$ cat config.mk
export PLATFORM = sky130hd
export DESIGN_NAME = intc_req_ctrl
export DESIGN_NICKNAME = d
export VERILOG_FILES = /design/src/rtl/intc_req_ctrl.sv
export SDC_FILE = /design/constraint.sdc
export NUM_CORES = 1
export LEC_CHECK = 0
export ABC_CLOCK_PERIOD_IN_PS = 2600
export CAP_MARGIN = 20
export CORE_AREA = 2 2 52 64
export DETAILED_ROUTE_END_ITERATION = 16
export DIE_AREA = 0 0 54 66
export GPL_TIMING_DRIVEN = 1
export PLACE_DENSITY = 0.81
export SLEW_MARGIN = 20
export SYNTH_ARGS = -nofsm -noshare
export SYNTH_HDL_FRONTEND = slang
export SYNTH_SLANG_ARGS = --single-unit
$ cat constraint.sdc
create_clock -name clk -period 2.6 [get_ports clk]
set_clock_uncertainty 0.05 [all_clocks]
set_input_delay 0.78 -clock clk [delete_from_list [all_inputs] [get_ports clk]]
set_output_delay 0.78 -clock clk [all_outputs]
set_load 0.01 [all_outputs]
$ cat src/rtl/intc_req_ctrl.sv
// intc_req_ctrl: per-CPU interrupt request sequencer.
// Sits between intc_sel and the CPU interrupt ports. It latches the selected
// level/vector, holds them stable until the CPU acks, returns a one-cycle
// intack pulse to the selection logic, then enforces a hold-off window.
// One FSM instance per CPU. The instances share no state.
//
// Optional feature: define INTC_REQ_TIMEOUT_EN to withdraw a request that
// has not been acked within TMO_CYC cycles. Without it, tmo_o is tied to 0
// and REQ waits indefinitely for an ack.
//
// state   | meaning
// --------+-------------------------------------------------------------
// IDLE    | no request pending; accepts a valid request from intc_sel
// REQ     | request presented to CPU; waits for ack, preempt or withdraw
// HOLD    | post-ack/timeout hold-off; intc_sel request ignored

module intc_req_ctrl #(
    parameter int unsigned CPU_NUM  = 1,
    parameter int unsigned HOLD_CYC = 2,
    parameter int unsigned TMO_CYC  = 255
) (
    input  logic                   clk,
    input  logic                   rst_n,
    input  logic [CPU_NUM-1:0]     sl_req_i,
    input  logic [CPU_NUM*5-1:0]   sl_level_i,
    input  logic [CPU_NUM*8-1:0]   sl_vec_i,
    input  logic [CPU_NUM-1:0]     cpu_int_ack_i,
    output logic [CPU_NUM-1:0]     cpu_int_req_o,
    output logic [CPU_NUM*5-1:0]   cpu_int_level_o,
    output logic [CPU_NUM*8-1:0]   cpu_int_vec_o,
    output logic [CPU_NUM-1:0]     cp_intack_all_o,
    output logic [CPU_NUM-1:0]     spur_ack_o,
    output logic [CPU_NUM-1:0]     tmo_o
);

    typedef enum logic [1:0] {
        ST_IDLE = 2'd0,
        ST_REQ  = 2'd1,
        ST_HOLD = 2'd2
    } state_e;

    // The hold-off counter is 4 bits wide, so HOLD_CYC is taken modulo 16.
    localparam logic [3:0] HOLD_INIT = 4'(HOLD_CYC);

    for (genvar g = 0; g < CPU_NUM; g++) begin : g_cpu
        state_e      state_q;
        logic [3:0]  hold_cnt_q;
        logic        req_q;
        logic [4:0]  level_q;
        logic [7:0]  vec_q;
        logic        intack_q;
        logic        spur_q;

        logic [4:0]  lvl_in;
        logic [7:0]  vec_in;
        logic        ack_in;
        logic        valid_in;
        logic        preempt;

        assign lvl_in   = sl_level_i[g*5 +: 5];
        assign vec_in   = sl_vec_i[g*8 +: 8];
        assign ack_in   = cpu_int_ack_i[g];
        // Level 0 means "nothing selected", so a request only counts with a
        // nonzero level.
        assign valid_in = sl_req_i[g] && (lvl_in != 5'd0);
        assign preempt  = valid_in && (lvl_in > level_q);

`ifdef INTC_REQ_TIMEOUT_EN
        logic [7:0]  tmo_cnt_q;
        logic        tmo_q;
        logic        tmo_hit;

        // Counter starts at 0 on the first REQ cycle, so expiry on the
        // TMO_CYC-1 count gives exactly TMO_CYC cycles of req=1.
        assign tmo_hit = (tmo_cnt_q == 8'(TMO_CYC - 1));
`endif

        // Per-CPU request sequencer FSM. All outputs are registered here.
        always_ff @(posedge clk or negedge rst_n) begin
            if (!rst_n) begin
                state_q    <= ST_IDLE;
                hold_cnt_q <= 4'd0;
                req_q      <= 1'b0;
                level_q    <= 5'd0;
                vec_q      <= 8'd0;
                intack_q   <= 1'b0;
                spur_q     <= 1'b0;
`ifdef INTC_REQ_TIMEOUT_EN
                tmo_cnt_q  <= 8'd0;
                tmo_q      <= 1'b0;
`endif
            end else begin
                intack_q <= 1'b0;
                spur_q   <= 1'b0;
`ifdef INTC_REQ_TIMEOUT_EN
                tmo_q    <= 1'b0;
`endif
                case (state_q)
                    ST_IDLE: begin
                        if (ack_in) begin
                            spur_q <= 1'b1;
                        end
                        if (valid_in) begin
                            level_q <= lvl_in;
                            vec_q   <= vec_in;
                            req_q   <= 1'b1;
                            state_q <= ST_REQ;
`ifdef INTC_REQ_TIMEOUT_EN
                            tmo_cnt_q <= 8'd0;
`endif
                        end
                    end

                    ST_REQ: begin
                        // Ack has priority over everything else, so the
                        // values the CPU acked are the ones left on the port.
                        if (ack_in) begin
                            req_q      <= 1'b0;
                            intack_q   <= 1'b1;
                            hold_cnt_q <= HOLD_INIT;
                            state_q    <= ST_HOLD;
                        end else if (!valid_in) begin
                            req_q   <= 1'b0;
                            state_q <= ST_IDLE;
`ifdef INTC_REQ_TIMEOUT_EN
                        end else if (tmo_hit) begin
                            req_q      <= 1'b0;
                            tmo_q      <= 1'b1;
                            hold_cnt_q <= HOLD_INIT;
                            state_q    <= ST_HOLD;
`endif
                        end else if (preempt) begin
                            level_q <= lvl_in;
                            vec_q   <= vec_in;
`ifdef INTC_REQ_TIMEOUT_EN
                            tmo_cnt_q <= 8'd0;
                        end else begin
                            tmo_cnt_q <= tmo_cnt_q + 8'd1;
`endif
                        end
                    end

                    ST_HOLD: begin
                        if (ack_in) begin
                            spur_q <= 1'b1;
                        end
                        if (hold_cnt_q == 4'd0) begin
                            state_q <= ST_IDLE;
                        end else begin
                            hold_cnt_q <= hold_cnt_q - 4'd1;
                        end
                    end

                    default: begin
                        req_q   <= 1'b0;
                        state_q <= ST_IDLE;
                    end
                endcase
            end
        end

        assign cpu_int_req_o[g]          = req_q;
        assign cpu_int_level_o[g*5 +: 5] = level_q;
        assign cpu_int_vec_o[g*8 +: 8]   = vec_q;
        assign cp_intack_all_o[g]        = intack_q;
        assign spur_ack_o[g]             = spur_q;
`ifdef INTC_REQ_TIMEOUT_EN
        assign tmo_o[g]                  = tmo_q;
`endif
    end

`ifndef INTC_REQ_TIMEOUT_EN
    assign tmo_o = '0;
`endif

endmodule
==> run metrics, run 1 <==
core footprint=2973 um^2; VDD IR-drop max=0.5826 mV; DRC viols=0; num ports=34; logic gate share of total power=54.1%; final cell count without fillers=225; Post-synth top flop=dfrtp_1; leading area contributor after synthesis=dfrtp_1; die footprint=3564 um^2; endpoints failing hold=0; endpoints failing setup=0; htree depth=1; switching power=0.7078 mW; Die X-Extent=54 um; EDFF count, synth=0; via count=1249; Routability Congestion=0.8087; number of max-cap violations=0; Initial Utilization=47.31%; Netlist cell types=30; DR vias/cell=5.551; Worst-Skew Late Latency=0.31 ns; Synth Instances=148; Overall Global Routing Usage=21.31%; layout cell share with drive strength beyond 1=19.58%; syn_area_per_cell=9.502 um^2; Ys Warns=0; clk buf depth=2; Setup Fix Bufs, Post-CTS=0; post-route minimum period=2.346 ns; Starting DRT DRC Count=41; Setup TNS=0 ns; Buffers on Ports=32; Pleak=0.8479 nW; FP Rows=22; Worst Hold Class=flip-flop to flip-flop; top cells by area, synth=dfrtp_1 (39%), o211ai_2 (9.8%), o2111ai_1 (8.1%), nor2b_1 (6.2%), ha_1 (5.3%); RSZ-0062 raised after global routing=false; clock-pin slew on the worst setup and hold paths=0.12 ns; CTS tree=done; nets=213; # resized after CTS=0; FMAX=426.3 MHz; die span in y=66 um; Detail Route Antenna Nets=0; root cell of the clock tree=clkbuf_4; total gr overflow=0; crit path DAT=2.53 ns; Crit Path Class=primary input to flip-flop; clock share of power=13.8%; Largest stage delay, worst path=0.49 ns; vias in the first global route=1233; total iterations of the first detailed-routing run=4; CTS buffer count=3; Area Overhead vs Synth=36.39%; diode count=0; Startpoint Class=primary input; Critical Path RT=2.78 ns; Tcrit/Tclk final=90.22%; Synth top area share=39.15%; WL/cell=15.01 um; worst-path fanout max=13; placed insts=221; Detailed Place HPWL=2.572 mm; Slowest-stage cell, CP=or4_4; P_int=1.164 mW; Seq pwr share=32.1%; outcome=complete, no violations; Post-CTS Hold Buffers=0; Switching Fraction=37.82%; Power per Cell Area=975.7 nW/um^2; mapped cell area=1406 um^2; FFs w/ async S/R, synth=100.0%; first-pass GRT wire length=5.602 mm; CP cell instances=clkdlybuf4s50_1, buf_4, or4_4, o21a_4, o2111a_4, o211ai_1; final WL=3.377 mm; Sink Count=22; Crit. End Element=flip-flop; syn nets=171; register area share after synthesis=39.15%; register bit total from synthesis=22; initial antenna violation count=0; pin count of the biggest net entering global routing=23; Max Slew Vio Count=0
## cells in the mapped netlist (2+ instances only)
| cell | count |
|---|---|
| nand2_1 | 16 |
| o211ai_2 | 11 |
| xor2_1 | 2 |
| ha_1 | 6 |
| o21ai_0 | 3 |
| clkbuf_1 | 8 |
| buf_2 | 2 |
| o2111ai_1 | 13 |
| nor2_1 | 5 |
| nand3_1 | 15 |
| inv_1 | 10 |
| o211ai_1 | 5 |
| dfrtp_1 | 22 |
| nor2b_1 | 14 |
## critical path: cells and delay by family
family | cells | cell delay, ns
and+or+nand+nor | 1 | 0.49
buffers and inverters | 2 | 0.58
AOI/OAI and AO/OA | 3 | 0.67
## final timing paths
kind                                           end                start  depth (start not counted)  slack [ns]
worst max-delay path            cpu_int_level_o[0]        sl_level_i[3]                          6        0.25
worst min-delay path                    spur_ack_o  g_cpu[0].state_q[0]                          1        0.44
worst max register to register  cpu_int_level_o[0]   cpu_int_level_o[3]                          6        0.79
worst min register to register          spur_ack_o  g_cpu[0].state_q[0]                          1        0.44
max in group asynchronous         cpu_int_vec_o[5]                rst_n                          2        1.52
min in group asynchronous         cpu_int_vec_o[6]                rst_n                          2        0.75
## kinds of logic after synthesis
logic type / Yosys count / synth area share (%)
AND/OR/NAND/NOR: 56 / 20.11
AO/OA/AOI/OAI: 37 / 25.53
flip-flops: 22 / 39.15
buffers and inverters: 22 / 6.851
adder cells (fa/ha/maj): 6 / 5.338
XOR/XNOR: 2 / 1.246
multiplexers: 2 / 1.512
other: 1 / 0.2666
## registers in the layout, indices dropped and copies added, names as in the netlist
register,cells
g_cpu.hold_cnt_q,4
spur_ack_o,1
cp_intack_all_o,1
cpu_int_level_o,5
g_cpu.state_q,2
cpu_int_vec_o,8
cpu_int_req_o,1
## per-layer routing
layer	up-vias	wire [um]	track usage [%]
li1	617	-	-
met1	605	1421	26.92
met2	25	1803	35.82
met3	2	128	3.394
met4	0	23	7.813
met5	-	0	0
## metrics by stage
stage          setup WS [ns]  hold slack, ns  total power [mW]  instance area, um^2  utilization, %
2_1_floorplan         0.3585          0.3958             1.155                 1406               -
3_3_place_gp        -0.03837          0.4223             1.582                 1866           62.75
3_5_place_dp        -0.06566          0.4276             1.624                 1866           62.75
4_1_cts               0.2539          0.4445             1.889                 1918           64.52
5_1_grt               0.2150          0.4861             2.024                 1918           64.52
6_report              0.2544          0.4398             1.872                 1918           64.52
## power by group through the flow
stage	Combinational [mW]	Sequential, mW	Clock, mW
4_1_cts	1.02	0.603	0.266
6_report	1.01	0.601	0.258
3_3_place_gp	0.982	0.600	0
2_1_floorplan	0.510	0.645	0
3_5_place_dp	1.01	0.609	0
5_1_grt	1.11	0.624	0.292
## layout by cell type, fill, tap and decap left out, drive strengths merged, types with 3 or more instances in the layout
| cell | synthesis | final |
|---|---|---|
| clkdlybuf4s50 | 0 | 32 |
| dfrtp | 22 | 22 |
| buf | 4 | 17 |
| nand2 | 16 | 16 |
| o211ai | 16 | 16 |
| nand3 | 15 | 15 |
| nor2b | 14 | 14 |
| o2111ai | 13 | 13 |
| inv | 10 | 10 |
| ha | 6 | 6 |
| nor2 | 5 | 5 |
| o21ai | 3 | 3 |
| clkbuf | 8 | 3 |
## area by class of cell
class / instances / area (um^2)
fillers: 255 / 1055
multi-input cells: 104 / 759.5
flip-flops and latches: 22 / 550.5
repair buffers: 49 / 473.0
well taps: 36 / 45.04
inverters: 10 / 37.54
clock inverters: 1 / 30.03
clock buffers: 3 / 22.52
No activity file was read; power rests on OpenSTA's default activity.
==> run 2, diff against run 1 <==
SLEW_MARGIN = 30   (was 20)
==> results of run 2 <==
The final DEF is identical to that of run 1; final timing and power are the same.
